`src/rtl/reg_wb_arbiter.sv`:
```
// reg_wb_arbiter: write-side front end of the integer register file.
// Merges single-cycle ALU results and buffered load results into one
// registered write per cycle (we3_o/ad3_o/wd3_o). The ALU always has
// priority. Load results wait in a small FIFO. A starvation counter raises
// stall_o so that the FIFO head eventually gets a write slot.
// pending_o marks registers that have a load write still in flight.
//
// Optional feature macro: WB_LOAD_BYPASS_EN. When it is defined, a load that
// arrives with the FIFO empty and no ALU write skips the FIFO and is written
// one cycle later.
//
// Load handshake: a load transfers on a rising edge where ld_valid_i and
// ld_ready_o are both high. ld_ready_o depends only on the registered count,
// and on rst_i. The ALU port has no ready signal: a valid ALU result is
// always taken.
module reg_wb_arbiter #(
    parameter int ADDR_WIDTH   = 5,
    parameter int DATA_WIDTH   = 32,
    parameter int FIFO_DEPTH   = 4,
    parameter int STARVE_LIMIT = 3
) (
    input  logic                       clk_i,
    input  logic                       rst_i,
    input  logic                       alu_valid_i,
    input  logic [ADDR_WIDTH-1:0]      alu_rd_i,
    input  logic [DATA_WIDTH-1:0]      alu_data_i,
    input  logic                       ld_valid_i,
    output logic                       ld_ready_o,
    input  logic [ADDR_WIDTH-1:0]      ld_rd_i,
    input  logic [DATA_WIDTH-1:0]      ld_data_i,
    output logic                       we3_o,
    output logic [ADDR_WIDTH-1:0]      ad3_o,
    output logic [DATA_WIDTH-1:0]      wd3_o,
    output logic                       stall_o,
    output logic [(2**ADDR_WIDTH)-1:0] pending_o
);

    localparam int PW   = (FIFO_DEPTH > 1) ? $clog2(FIFO_DEPTH) : 1;
    localparam int SW   = (STARVE_LIMIT > 0) ? $clog2(STARVE_LIMIT + 1) : 1;
    localparam int NREG = 2 ** ADDR_WIDTH;

    localparam logic [PW:0]   DEPTH_C = (PW + 1)'(FIFO_DEPTH);
    localparam logic [SW-1:0] LIMIT_C = SW'(STARVE_LIMIT);

    // FIFO storage and bookkeeping
    logic [ADDR_WIDTH-1:0] mem_rd_q   [FIFO_DEPTH];
    logic [DATA_WIDTH-1:0] mem_data_q [FIFO_DEPTH];
    logic [PW-1:0]         wr_ptr_q, wr_ptr_d;
    logic [PW-1:0]         rd_ptr_q, rd_ptr_d;
    logic [PW:0]           count_q, count_d;

    // Output stage; out_ld_q is high when the stage holds a load write
    logic                  we3_q, we3_d;
    logic [ADDR_WIDTH-1:0] ad3_q, ad3_d;
    logic [DATA_WIDTH-1:0] wd3_q, wd3_d;
    logic                  out_ld_q, out_ld_d;

    // Starvation tracking
    logic [SW-1:0]         starve_q, starve_d;
    logic                  stall_q, stall_d;

    // Per-cycle decisions
    logic alu_sel;
    logic fifo_empty;
    logic ld_ready;
    logic ld_hs;
    logic ld_keep;
    logic byp;
    logic pop;
    logic push;

    logic [FIFO_DEPTH-1:0] entry_valid;
    logic [NREG-1:0]       pending_c;

    assign fifo_empty = (count_q == '0);
    assign ld_ready   = !rst_i && (count_q < DEPTH_C);
    assign alu_sel    = alu_valid_i && (alu_rd_i != '0);
    assign ld_hs      = ld_valid_i && ld_ready;
    // A load to x0 finishes its handshake but is not stored
    assign ld_keep    = ld_hs && (ld_rd_i != '0);
    // The FIFO head gets the slot whenever the ALU does not take it
    assign pop        = !alu_sel && !fifo_empty;

`ifdef WB_LOAD_BYPASS_EN
    assign byp = ld_keep && fifo_empty && !alu_sel;
`else
    assign byp = 1'b0;
`endif

    assign push = ld_keep && !byp;

    // Next-state for output stage, FIFO pointers and starvation counter
    always_comb begin
        we3_d    = 1'b0;
        ad3_d    = ad3_q;
        wd3_d    = wd3_q;
        out_ld_d = 1'b0;
        if (alu_sel) begin
            we3_d = 1'b1;
            ad3_d = alu_rd_i;
            wd3_d = alu_data_i;
        end else if (pop) begin
            we3_d    = 1'b1;
            ad3_d    = mem_rd_q[rd_ptr_q];
            wd3_d    = mem_data_q[rd_ptr_q];
            out_ld_d = 1'b1;
        end else if (byp) begin
            we3_d    = 1'b1;
            ad3_d    = ld_rd_i;
            wd3_d    = ld_data_i;
            out_ld_d = 1'b1;
        end

        wr_ptr_d = push ? wr_ptr_q + 1'b1 : wr_ptr_q;
        rd_ptr_d = pop  ? rd_ptr_q + 1'b1 : rd_ptr_q;
        count_d  = count_q;
        if (push && !pop) begin
            count_d = count_q + 1'b1;
        end else if (pop && !push) begin
            count_d = count_q - 1'b1;
        end

        // Count the cycles the waiting head loses to the ALU. The count
        // saturates at the limit and clears on a pop or when the FIFO is empty.
        starve_d = starve_q;
        if (pop || fifo_empty) begin
            starve_d = '0;
        end else if (alu_sel && (starve_q != LIMIT_C)) begin
            starve_d = starve_q + 1'b1;
        end
        stall_d = (starve_d == LIMIT_C);
    end

    // Registered state with synchronous reset
    always_ff @(posedge clk_i) begin
        if (rst_i) begin
            we3_q    <= 1'b0;
            ad3_q    <= '0;
            wd3_q    <= '0;
            out_ld_q <= 1'b0;
            wr_ptr_q <= '0;
            rd_ptr_q <= '0;
            count_q  <= '0;
            starve_q <= '0;
            stall_q  <= 1'b0;
        end else begin
            we3_q    <= we3_d;
            ad3_q    <= ad3_d;
            wd3_q    <= wd3_d;
            out_ld_q <= out_ld_d;
            wr_ptr_q <= wr_ptr_d;
            rd_ptr_q <= rd_ptr_d;
            count_q  <= count_d;
            starve_q <= starve_d;
            stall_q  <= stall_d;
        end
    end

    // FIFO payload storage; the pointers and count decide which entries are valid
    always_ff @(posedge clk_i) begin
        if (push) begin
            mem_rd_q[wr_ptr_q]   <= ld_rd_i;
            mem_data_q[wr_ptr_q] <= ld_data_i;
        end
    end

    // An entry is valid when its distance from the read pointer is below count
    for (genvar g = 0; g < FIFO_DEPTH; g++) begin : g_valid
        assign entry_valid[g] = ({1'b0, PW'(g) - rd_ptr_q} < count_q);
    end

    // Pending map: destinations of queued loads plus a load in the output stage
    always_comb begin
        pending_c = '0;
        for (int i = 0; i < FIFO_DEPTH; i++) begin
            if (entry_valid[i]) begin
                pending_c[mem_rd_q[i]] = 1'b1;
            end
        end
        if (out_ld_q) begin
            pending_c[ad3_q] = 1'b1;
        end
        pending_c[0] = 1'b0;
    end

    assign ld_ready_o = ld_ready;
    assign we3_o      = we3_q;
    assign ad3_o      = ad3_q;
    assign wd3_o      = wd3_q;
    assign stall_o    = stall_q;
    assign pending_o  = pending_c;

endmodule

```
`config.mk`:
```
export PLATFORM = sky130hd
export DESIGN_NAME = reg_wb_arbiter
export DESIGN_NICKNAME = d
export VERILOG_FILES = /design/src/rtl/reg_wb_arbiter.sv
export SDC_FILE = /design/constraint.sdc
export NUM_CORES = 1
export LEC_CHECK = 0
export ABC_AREA = 1
export ABC_CLOCK_PERIOD_IN_PS = 4800
export CAP_MARGIN = 20
export CELL_PAD_IN_SITES_DETAIL_PLACEMENT = 2
export CELL_PAD_IN_SITES_GLOBAL_PLACEMENT = 2
export CORE_MARGIN = 2
export CORE_UTILIZATION = 34
export DETAILED_ROUTE_END_ITERATION = 6
export PLACE_DENSITY = 0.94
export SYNTH_ARGS = -nofsm -noshare
export SYNTH_HDL_FRONTEND = slang
export SYNTH_SLANG_ARGS = --single-unit
```
`constraint.sdc`:
```
create_clock -name clk_i -period 4.8 [get_ports clk_i]
set_input_delay 0.48 -clock clk_i [delete_from_list [all_inputs] [get_ports clk_i]]
set_output_delay 0.48 -clock clk_i [all_outputs]
set_load 0.05 [all_outputs]
```
# [After elaboration in Yosys (flattened, before gate mapping)]
# Memory sizes are Yosys's and may differ from the RTL's. A register that Yosys moved wholly into a read port is not among the register bits.
# Index checks and enable logic that the tools add are counted.
[word_totals] wordCells=97 output_inout_bits=72 mem_bits_rw=148 memories=2 register_bits=49 inputBits=78
[op_classes] add_sub_neg=9 n_bitwise=4 n_eq_ne=2 magnitude_cmp=15 reduce_logical=25 mux=31
[memory_table] memory="mem_data_q" words=4 width=32 rd=1 rd_clocked_by_memory_dff=1 write_ports=1 line_no="47" source="logic [DATA_WIDTH-1:0] mem_data_q [FIFO_DEPTH];"
[memory_table] memory="mem_rd_q" words=4 width=5 rd=5 rd_clocked_by_memory_dff=1 write_ports=1 line_no="46" source="logic [ADDR_WIDTH-1:0] mem_rd_q [FIFO_DEPTH];"
[ops] operator="32-bit two-way mux" n=7
[ops] operator="32-bit OR" n=4
[ops] operator="5-bit by 6-bit less-than comparator with 1-bit output, second input constant" n=5
[ops] operator="1-bit demux with 5-bit select" n=5
[ops] operator="5-bit by 1-bit greater-or-equal comparator with 1-bit output, second input constant" n=5
[ops] operator="1-bit logical AND" n=13
[ops] operator="2-bit by 3-bit less-than comparator with 1-bit output" n=4
[ops] operator="2-bit two-way mux" n=6
[ops] operator="5-bit two-way mux" n=2
[ops] operator="5-bit nonzero test" n=2
[ops] operator="1-bit two-way mux" n=9
[ops] operator="2-bit by 1-bit adder with 2-bit output, second input constant" n=3
[ops] operator="3-bit two-way mux" n=2
[ops] operator="1-bit zero test" n=5
[ops] operator="2-bit nonzero test" n=2
[ops] operator="1-bit by 2-bit subtractor with 2-bit output, first input constant" n=2
[ops] operator="2-bit subtractor, first input constant" n=2
[ops] operator="3-bit by 1-bit adder with 3-bit output, second input constant" n=1
[ops] operator="3-bit zero test" n=1
[ops] operator="3-bit less-than comparator, second input constant" n=1
[ops] operator="3-bit by 1-bit subtractor with 3-bit output, second input constant" n=1
[ops] operator="2-bit equality test, second input constant" n=1
[ops] operator="2-bit != test, second input constant" n=1
[ops] operator="2-bit OR reduction" n=1
[ops] operator="1-bit logical OR" n=1

# [Longest topological paths before layout]
# Gate-level depths: netlist of run 1.
# An unclocked memory read counts as a cell.
[depth] word_depth=14 mapped_depth=13 depth_no_buf=12

# [Least setup slack after synthesis of run 1]
# No wires, ideal clock.
[synth_timing] kind="input to register" from="input port rst_i" to="memory mem_data_q[0][0] (enable)" stages=4 path_slack_ns=1.802 setup_ns=0.431 n_path_buf=1 arrival_ns=2.567 path_cell_list="buf_2 > nor3b_1 > nand2_1 > nor2_1"
[synth_between] elab_chain_len=6
[synth_lines] item="start, declared" line_no="23" source="input logic rst_i,"
[synth_lines] item="1-bit zero test" line_no="76" source="assign ld_ready = !rst_i && (count_q < DEPTH_C);"
[synth_lines] item="1-bit logical AND" line_no="76"
[synth_lines] item="1-bit logical AND" line_no="78" source="assign ld_hs = ld_valid_i && ld_ready;"
[synth_lines] item="1-bit logical AND" line_no="80" source="assign ld_keep = ld_hs && (ld_rd_i != '0);"
[synth_lines] item="1-bit two-way mux" line_no="161" source="if (push) begin"
[synth_lines] item="1-bit two-way mux (implied by the code)" line_no="163" source="mem_data_q[wr_ptr_q] <= ld_data_i;"
[synth_lines] item="end, declared" line_no="47"
# No other way between the ends.

# [Final worst setup path of run 1]
[layout_timing] from="register rd_ptr_q[0]" to="output port pending_o[25]"
[layout_between] elab_chain_len=11
[layout_lines] item="start, declared" line_no="49" source="logic [PW-1:0] rd_ptr_q, rd_ptr_d;"
[layout_lines] item="start signal, assigned" line_no="152" source="rd_ptr_q <= rd_ptr_d;"
[layout_lines] item="1-bit by 2-bit subtractor with 2-bit output" line_no="169" source="assign entry_valid[g] = ({1'b0, PW'(g) - rd_ptr_q} < count_q);"
[layout_lines] item="2-bit by 3-bit less-than comparator with 1-bit output" line_no="169"
[layout_lines] item="32-bit two-way mux" line_no="176" source="if (entry_valid[i]) begin"
[layout_lines] item="32-bit OR (no line)"
[layout_lines] item="32-bit two-way mux" line_no="176"
[layout_lines] item="32-bit OR (no line)"
[layout_lines] item="32-bit two-way mux" line_no="176"
[layout_lines] item="32-bit OR (no line)"
[layout_lines] item="32-bit two-way mux (*)" line_no="176"
[layout_lines] item="32-bit OR (no line)"
[layout_lines] item="32-bit two-way mux (*)" line_no="180" source="if (out_ld_q) begin"
[layout_lines] item="end, declared" line_no="35" source="output logic [(2**ADDR_WIDTH)-1:0] pending_o"
# Every way passes the cells marked *; elsewhere a longest branch is shown, timed or not.

==> results of run 1 <==
metal layers:
metal  global-route usage (%)  vias to the layer above
met1                     37.0                     5179
met5                        0                        -
met3                     4.24                      138
met2                     52.9                      389
li1                         -                     4450
met4                     13.7                        2
kinds of logic (layout without fill, tap and decap cells):
family          after synthesis  count (layout)  synth area share [%]
xor+xnor                      2               2                 0.171
buf+inv                     200             342                  8.05
simple gates                809             809                  32.7
flops                       199             199                  53.3
other cells                   1               1                0.0366
fa+ha+maj                    11              11                  1.42
compound gates               87              87                  4.29
final cells by class:
type,instances,area (um^2),area share (%)
multi-input combinational,910,3990,31.4
tap,390,488,3.84
sequential,199,5470,43.1
inverter,147,557,4.39
clock inverter,15,179,1.41
timing repair buffer,163,1590,12.6
clock buffer,17,425,3.35
Yosys cell counts:
master | count | area [um^2]
a21oi_1 | 30 | 150
xor2_1 | 2 | 17.5
buf_4 | 4 | 30.0
o21ai_0 | 43 | 215
nand2_2 | 1 | 6.26
nor3_1 | 31 | 155
dfxtp_1 | 51 | 1020
nand3b_1 | 1 | 7.51
inv_6 | 1 | 8.76
nor2_1 | 240 | 901
buf_1 | 6 | 22.5
nand3_1 | 148 | 741
ha_1 | 10 | 125
clkbuf_1 | 10 | 37.5
o21a_1 | 1 | 7.51
nor4_1 | 3 | 18.8
edfxtp_1 | 148 | 4440
buf_6 | 2 | 22.5
conb_1 | 1 | 3.75
inv_1 | 142 | 533
o21ai_1 | 12 | 60.1
nor2_8 | 1 | 20.0
o22ai_1 | 1 | 6.26
nand3_4 | 1 | 17.5
nand3_2 | 1 | 10.0
inv_2 | 4 | 15.0
fa_1 | 1 | 20.0
nand4_1 | 2 | 12.5
nor3b_1 | 1 | 7.51
buf_2 | 31 | 155
or2_2 | 6 | 37.5
nand2_4 | 2 | 22.5
nand2_1 | 371 | 1390
how the worst max path moves through the flow:
stage / start / cells past startpoint / to / slack [ns]
finish: rd_ptr_q[0]$_SDFFE_PP0P_ / 10 / pending_o[25] / 0.87
global route: rd_ptr_q[1]$_SDFFE_PP0P_ / 10 / pending_o[25] / 0.56
CTS: rd_ptr_q[0]$_SDFFE_PP0P_ / 10 / pending_o[30] / 0.90
detailed placement: rst_i / 5 / mem_data_q[3][13]$_DFFE_PP_ / 0.95
global placement: rst_i / 5 / mem_data_q[3][12]$_DFFE_PP_ / 1.19
floorplan: rst_i / 4 / mem_data_q[0][0]$_DFFE_PP_ / 1.80
tightest hold or removal path, delay by kind of cell, from the launching register on:
kind | cells | cell delay, ns
AND/OR/NAND/NOR | 2 | 0.13
flip-flops | 1 | 0.33
cells in the final DEF (no fill, tap or decap), types with 2 or more instances in the layout:
cell             count
o21ai_1             12
nand4_1              2
edfxtp_1           148
nor4_1               3
dfxtp_1             50
or2_2                6
nor3_1              31
ha_1                10
buf_4               14
nand2_1            371
o21ai_0             43
inv_1              142
nand3_1            148
xor2_1               2
nand2_4              2
inv_2                4
inv_8                3
clkinv_4             2
clkbuf_16           17
a21oi_1             30
inv_6                3
clkinv_8             5
nor2_1             235
clkdlybuf4s50_1    148
nor2_4               4
where the power goes:
part | switching, mW | total, mW | internal [mW]
combinational | 1.99 | 2.68 | 0.691
clock | 0.812 | 1.52 | 0.709
sequential | 0.152 | 2.17 | 2.02
per-stage QoR:
stage / hold WS [ns] / utilization (%)
after global placement: 0.458 / 40.8
after detailed placement: 0.474 / 40.8
after CTS: 0.489 / 42.8
after floorplan: 0.480 / -
final: 0.488 / 42.8
after global routing: 0.510 / 42.8
sequential cells by signal, indices dropped and copies added (netlist names), named ones only:
| register | flops |
|---|---|
| mem_data_q | 128 |
| wd3_o | 32 |
| mem_rd_q | 20 |
| ad3_o | 5 |
| count_q | 3 |
| rd_ptr_q | 2 |
| starve_q | 2 |
| wr_ptr_q | 2 |
| out_ld_q | 1 |
| stall_o | 1 |
| we3_o | 1 |
==> metrics.txt, run 1 <==
cell repeated most along the worst path=nand2_1; Met3 Wirelength=between 2000 and 2500 um; hold path cells=2; critical path capture point type=output pin; largest net degree at the start of global routing=a little over 80; Rel. slew slack=29.0%; measured slew at the worst slew-check pin=between 1 and 1.5 ns; placed inst area=about 12000 um^2; Diodes inserted=0; IR drop worst, VDD=223 uV; Final Cell Area=12700 um^2; crit path max-delay cell type=clkdlybuf4s50_1; initial antenna violation count=1; GRT Resource Usage Total=~30%; Startpoint Class=register; clock buffer count from CTS=17; Die Wd=178 um; fin. max-slew vios=0; CP Class=register to output pin; fill cell count=around 3400; Detailed Route Iter0 Violations=652; RSZ-0062 raised after global routing=false; fin crit period=~3.9 ns; Sum Neg Setup Slack=0 ns; slowest stage delay, CP=about 0.8 ns; Hold Path Class=register to register; final worst setup slack=0.866 ns; synthesized area=slightly above 10000 um^2; GP Congestion=0.909; Critical Path RT=between 4 and 5 ns; Total Die Area=31500 um^2; WL per Instance=around 26 um; hold path start=wd3_o[27]$_SDFFE_PP0P_; postcts setup bufs=0; Synth Warn #=0; layout cells sized above 1=under 10%; met1 WL=between 15000 and 20000 um; pre-CTS setup slack=0.947 ns; FF+latch count, synth=199; number of gates resized after CTS=0; Syn Nets=around 1400; first-pass iteration count of the detailed router=5; final hold violations=0; clock-pin slew on the worst setup and hold paths=about 0.090 ns; num rows=between 60 and 70; fmax=between 0.2 and 0.3 GHz; crit-path max FO=17; vias per cell=5.52; Worst R2R Path Depth=4; crit-path cells=xor2_1 > ha_1 > nand3_1 > nand2_1 > inv_1 > nand2_1 > nand2_1 > nor2_1 > nand2_1 > clkdlybuf4s50_1; Clock Path Buffers=2; Pleak=about 5.4 nW; placed insts=~1800; critical path arrival=between 3 and 4 ns; Nets=roughly 1500; final setup violation count=0; latest clock arrival within the worst-skew pair=between 0.4 and 0.5 ns; IO buf count=between 100 and 150; TritonCTS clock tree=yes; total gr overflow=0; first-pass GRT wire length=71300 um; DRC errors left=0; post-DP HPWL=approximately 30000 um; reg2reg end=mem_data_q[3][13]$_DFFE_PP_; status=finished clean; Core ar.=roughly 30000 um^2; Syn Area/Cell=approximately 8 um^2; area delta synth->final=23.9%; CP bufs+invs=2; post-synthesis cell type count=33; Hold Path End=wd3_o[27]$_SDFFE_PP0P_; Layout Skew=approximately 0.017 ns; R2R Setup Slk=about 1.8 ns; clock sinks=~200; Synth Instances=1309; MaxCap Viol Count=0; Final ANT Viol Nets=0; met2 WL=23600 um; PwrDens=between 500 and 600 nW/um^2; crit-path leading delay family=buffers and inverters; final period utilization=between 80% and 90%; Die Span Y=~180 um; RR Startpoint=count_q[2]$_SDFFE_PP0P_; # H-tree levels=4; drt total wl=47200 um; via count=around 10000; Non-Filler Instances=between 1500 and 2000; uppermost layer routed=met5; Root Buffer=clkbuf_16; Total Power=roughly 6.4 mW; Post-CTS Hold Buffers=0; vias in the first global route=about 11000; Initial Util=roughly 35%; Top Ports=150; sequential area share after synthesis=between 50% and 60%
No activity file was read; power rests on OpenSTA's default activity.
==> run 2, diff against run 1 <==
--- a/config.mk
+++ b/config.mk
@@ -6,14 +6,14 @@
 export NUM_CORES = 1
 export LEC_CHECK = 0
 export ABC_AREA = 1
-export ABC_CLOCK_PERIOD_IN_PS = 4800
+export ABC_CLOCK_PERIOD_IN_PS = 3300
 export CAP_MARGIN = 20
 export CELL_PAD_IN_SITES_DETAIL_PLACEMENT = 2
 export CELL_PAD_IN_SITES_GLOBAL_PLACEMENT = 2
 export CORE_MARGIN = 2
-export CORE_UTILIZATION = 34
+export CORE_UTILIZATION = 29
 export DETAILED_ROUTE_END_ITERATION = 6
-export PLACE_DENSITY = 0.94
+export PLACE_DENSITY = 0.86
 export SYNTH_ARGS = -nofsm -noshare
 export SYNTH_HDL_FRONTEND = slang
 export SYNTH_SLANG_ARGS = --single-unit
==> constraint.sdc (replaced) <==
create_clock -name clk_i -period 3.3 [get_ports clk_i]
set_input_delay 0.33 -clock clk_i [delete_from_list [all_inputs] [get_ports clk_i]]
set_output_delay 0.33 -clock clk_i [all_outputs]
set_load 0.05 [all_outputs]
==> run 2 against run 1 <==
  * Critical path depth stayed put
  * Utilization is 5.6 points lower
  * Non-clock buffer count is 17 higher
  * Register-to-register slack worse by 0.88 ns
  * Total power is 43% higher
  * Via count is 5.9% lower
  * Final cell count is 4.6% higher
==> metrics.txt, run 2 (synthesis results as in run 1) <==
status=finished clean; num rows=just under 70; final setup violation count=0; Worst R2R Path Depth=11; initial antenna violation count=4; largest net degree at the start of global routing=about 80; Top reg by flops=mem_data_q; hold path start=wd3_o[14]$_SDFFE_PP0P_; final hold violations=0; clock-pin slew on the worst setup and hold paths=roughly 0.08 ns; drt total wl=just over 40000 um; Core ar.=roughly 35000 um^2; R2R Setup Slk=between 0.9 and 1 ns; crit-path cells=xor2_1 > inv_1 > ha_1 > a21oi_1 > nor2_2 > buf_4 > nor2_1 > nand2_1 > nand3_1 > buf_4; critical path arrival=roughly 2.7 ns; Critical Path RT=approximately 3 ns; commonest non-fill, non-tap cell in the layout=nand2_1; CP bufs+invs=3; area delta synth->final=26.0%; vias in the first global route=between 10000 and 15000; Hold Path Class=register to register; cell repeated most along the worst path=buf_4; Die Wd=roughly 190 um; Rel. slew slack=approximately 33%; Top Ports=150; PwrDens=705 nW/um^2; max reg flops=between 100 and 150; # H-tree levels=4; total number of cells along the worst setup path=10; Layout Skew=about 0.015 ns; Initial Util=approximately 30%; final period utilization=92.8%; WL per Instance=~21 um; fin crit period=3.06 ns; RSZ-0062 raised after global routing=false; first-pass iteration count of the detailed router=5; MaxCap Viol Count=0; clock sinks=about 200; Final ANT Viol Nets=0; crit-path max FO=12; measured slew at the worst slew-check pin=about 1.0 ns; slowest stage delay, CP=approximately 0.40 ns; crit path max-delay cell type=dfxtp_1; clock buffer count from CTS=17; first-pass GRT wire length=approximately 63000 um; RR Startpoint=count_q[2]$_SDFFE_PP0P_; latest clock arrival within the worst-skew pair=approximately 0.45 ns; fill cell count=roughly 3900; Setup crit end=pending_o[3]; crit-path leading delay family=simple AND/OR/NAND/NOR gates; Root Buffer=clkbuf_16; Startpoint Class=register; Total Die Area=around 37000 um^2; GP Congestion=roughly 0.9; final worst setup slack=~0.24 ns; Min Hold Slack=about 0.47 ns; TritonCTS clock tree=yes; GRT Resource Usage Total=between 20 and 25%; fin. max-slew vios=0; Sum Neg Setup Slack=0 ns; crit path from=rd_ptr_q[0]$_SDFFE_PP0P_; reg2reg end=count_q[2]$_SDFFE_PP0P_; Pleak=approximately 5.6 nW; pre-CTS setup slack=about 0.40 ns; Die Span Y=~190 um; Clock Path Buffers=2; fmax=roughly 0.33 GHz; IR drop worst, VDD=approximately 420 uV; commonest cells after routing, fill and taps aside=371 x nand2_1, 235 x nor2_1, 148 x nand3_1, 148 x edfxtp_1, 141 x inv_1; DRC errors left=0; IO buf count=148; Detailed Route Iter0 Violations=between 400 and 500; via count=9559; vias per cell=4.97; total gr overflow=0; critical path capture point type=output pin; CP Class=register to output pin; Nets=1544; post-DP HPWL=29100 um; layout cells sized above 1=under 10%
==> run 2: changes by cell type in the layout (fill, tap and decap cells not counted), moves of 5 or more <==
cell | before | now
clkinv_8 | 5 | 0
buf_12 | 0 | 5
clkdlybuf4s50_1 | 148 | 117
buf_4 | 14 | 52
dlygate4sd2_1 | 0 | 5
==> run 2: metrics by stage <==
step | power [mW] | cell area (um^2) | util, % | std cells
after global placement | 6.79 | 12300 | 35.5 | 1891
final | 9.10 | 12900 | 37.3 | 1925
after CTS | 9.15 | 12900 | 37.2 | 1923
after detailed placement | 6.98 | 12300 | 35.5 | 1891
after floorplan | 5.60 | 10200 | - | 1309
after global routing | 9.60 | 12900 | 37.3 | 1925
==> run 2: repair_timing <==
action | CTS | global route
gates resized for setup | 5 | 2
hold buffers | 0 | 0
buffers inserted | 0 | 0
endpoints found under the setup margin | 5 | 5
==> run 2: area by class of cell <==
class                      count  area [um^2]  share of cell area (%)
sequential                   199         5470                    42.4
multi-input combinational    910         3990                    30.9
timing repair buffer         180         1720                    13.3
tap                          455          569                    4.41
inverter                     147          561                    4.34
clock buffer                  23          510                    3.96
clock inverter                 9         87.6                   0.679
antenna                        2         5.00                  0.0388
==> run 2: worst min-delay path by stage <==
stage / endpoint / slack [ns] / depth (start not counted)
detailed placement: wd3_o[1]$_SDFFE_PP0P_ / 0.46 / 2
global route: wd3_o[14]$_SDFFE_PP0P_ / 0.51 / 2
finish: wd3_o[14]$_SDFFE_PP0P_ / 0.47 / 2
floorplan: mem_data_q[0][0]$_DFFE_PP_ / 0.43 / 0
CTS: wd3_o[14]$_SDFFE_PP0P_ / 0.48 / 2
global placement: wd3_o[7]$_SDFFE_PP0P_ / 0.46 / 2
==> run 2: worst min-delay path: cells and delay by family (launching register included) <==
family / cells / cell delay, ns
flip-flops: 1 / 0.31
AND/OR/NAND/NOR: 2 / 0.12
==> run 2: power by group <==
group / switching, mW / leakage, nW / internal [mW]
registers: 0.173 / 1.76 / 2.94
logic: 2.79 / 3.52 / 1.06
clock network: 0.959 / 0.289 / 1.18
==> run 2: routing by layer <==
layer | GRT usage (%) | share of wire [%] | wire, um | up-vias
met5 | 0 | 0.032 | 13 | -
met4 | 8.58 | 3.1 | 1250 | 2
met3 | 3.62 | 3.4 | 1400 | 71
met2 | 40.6 | 51 | 20700 | 197
met1 | 27.7 | 43 | 17500 | 4803
li1 | - | - | - | 4486
==> run 3, diff against run 2 <==
--- a/config.mk
+++ b/config.mk
@@ -12,6 +12,7 @@
 export CELL_PAD_IN_SITES_GLOBAL_PLACEMENT = 2
 export CORE_MARGIN = 2
 export CORE_UTILIZATION = 29
+export CTS_CLUSTER_DIAMETER = 40
 export DETAILED_ROUTE_END_ITERATION = 6
 export PLACE_DENSITY = 0.86
 export SYNTH_ARGS = -nofsm -noshare
==> results of run 3 <==
No change in the layout: final DEF, timing and power equal those of run 2.
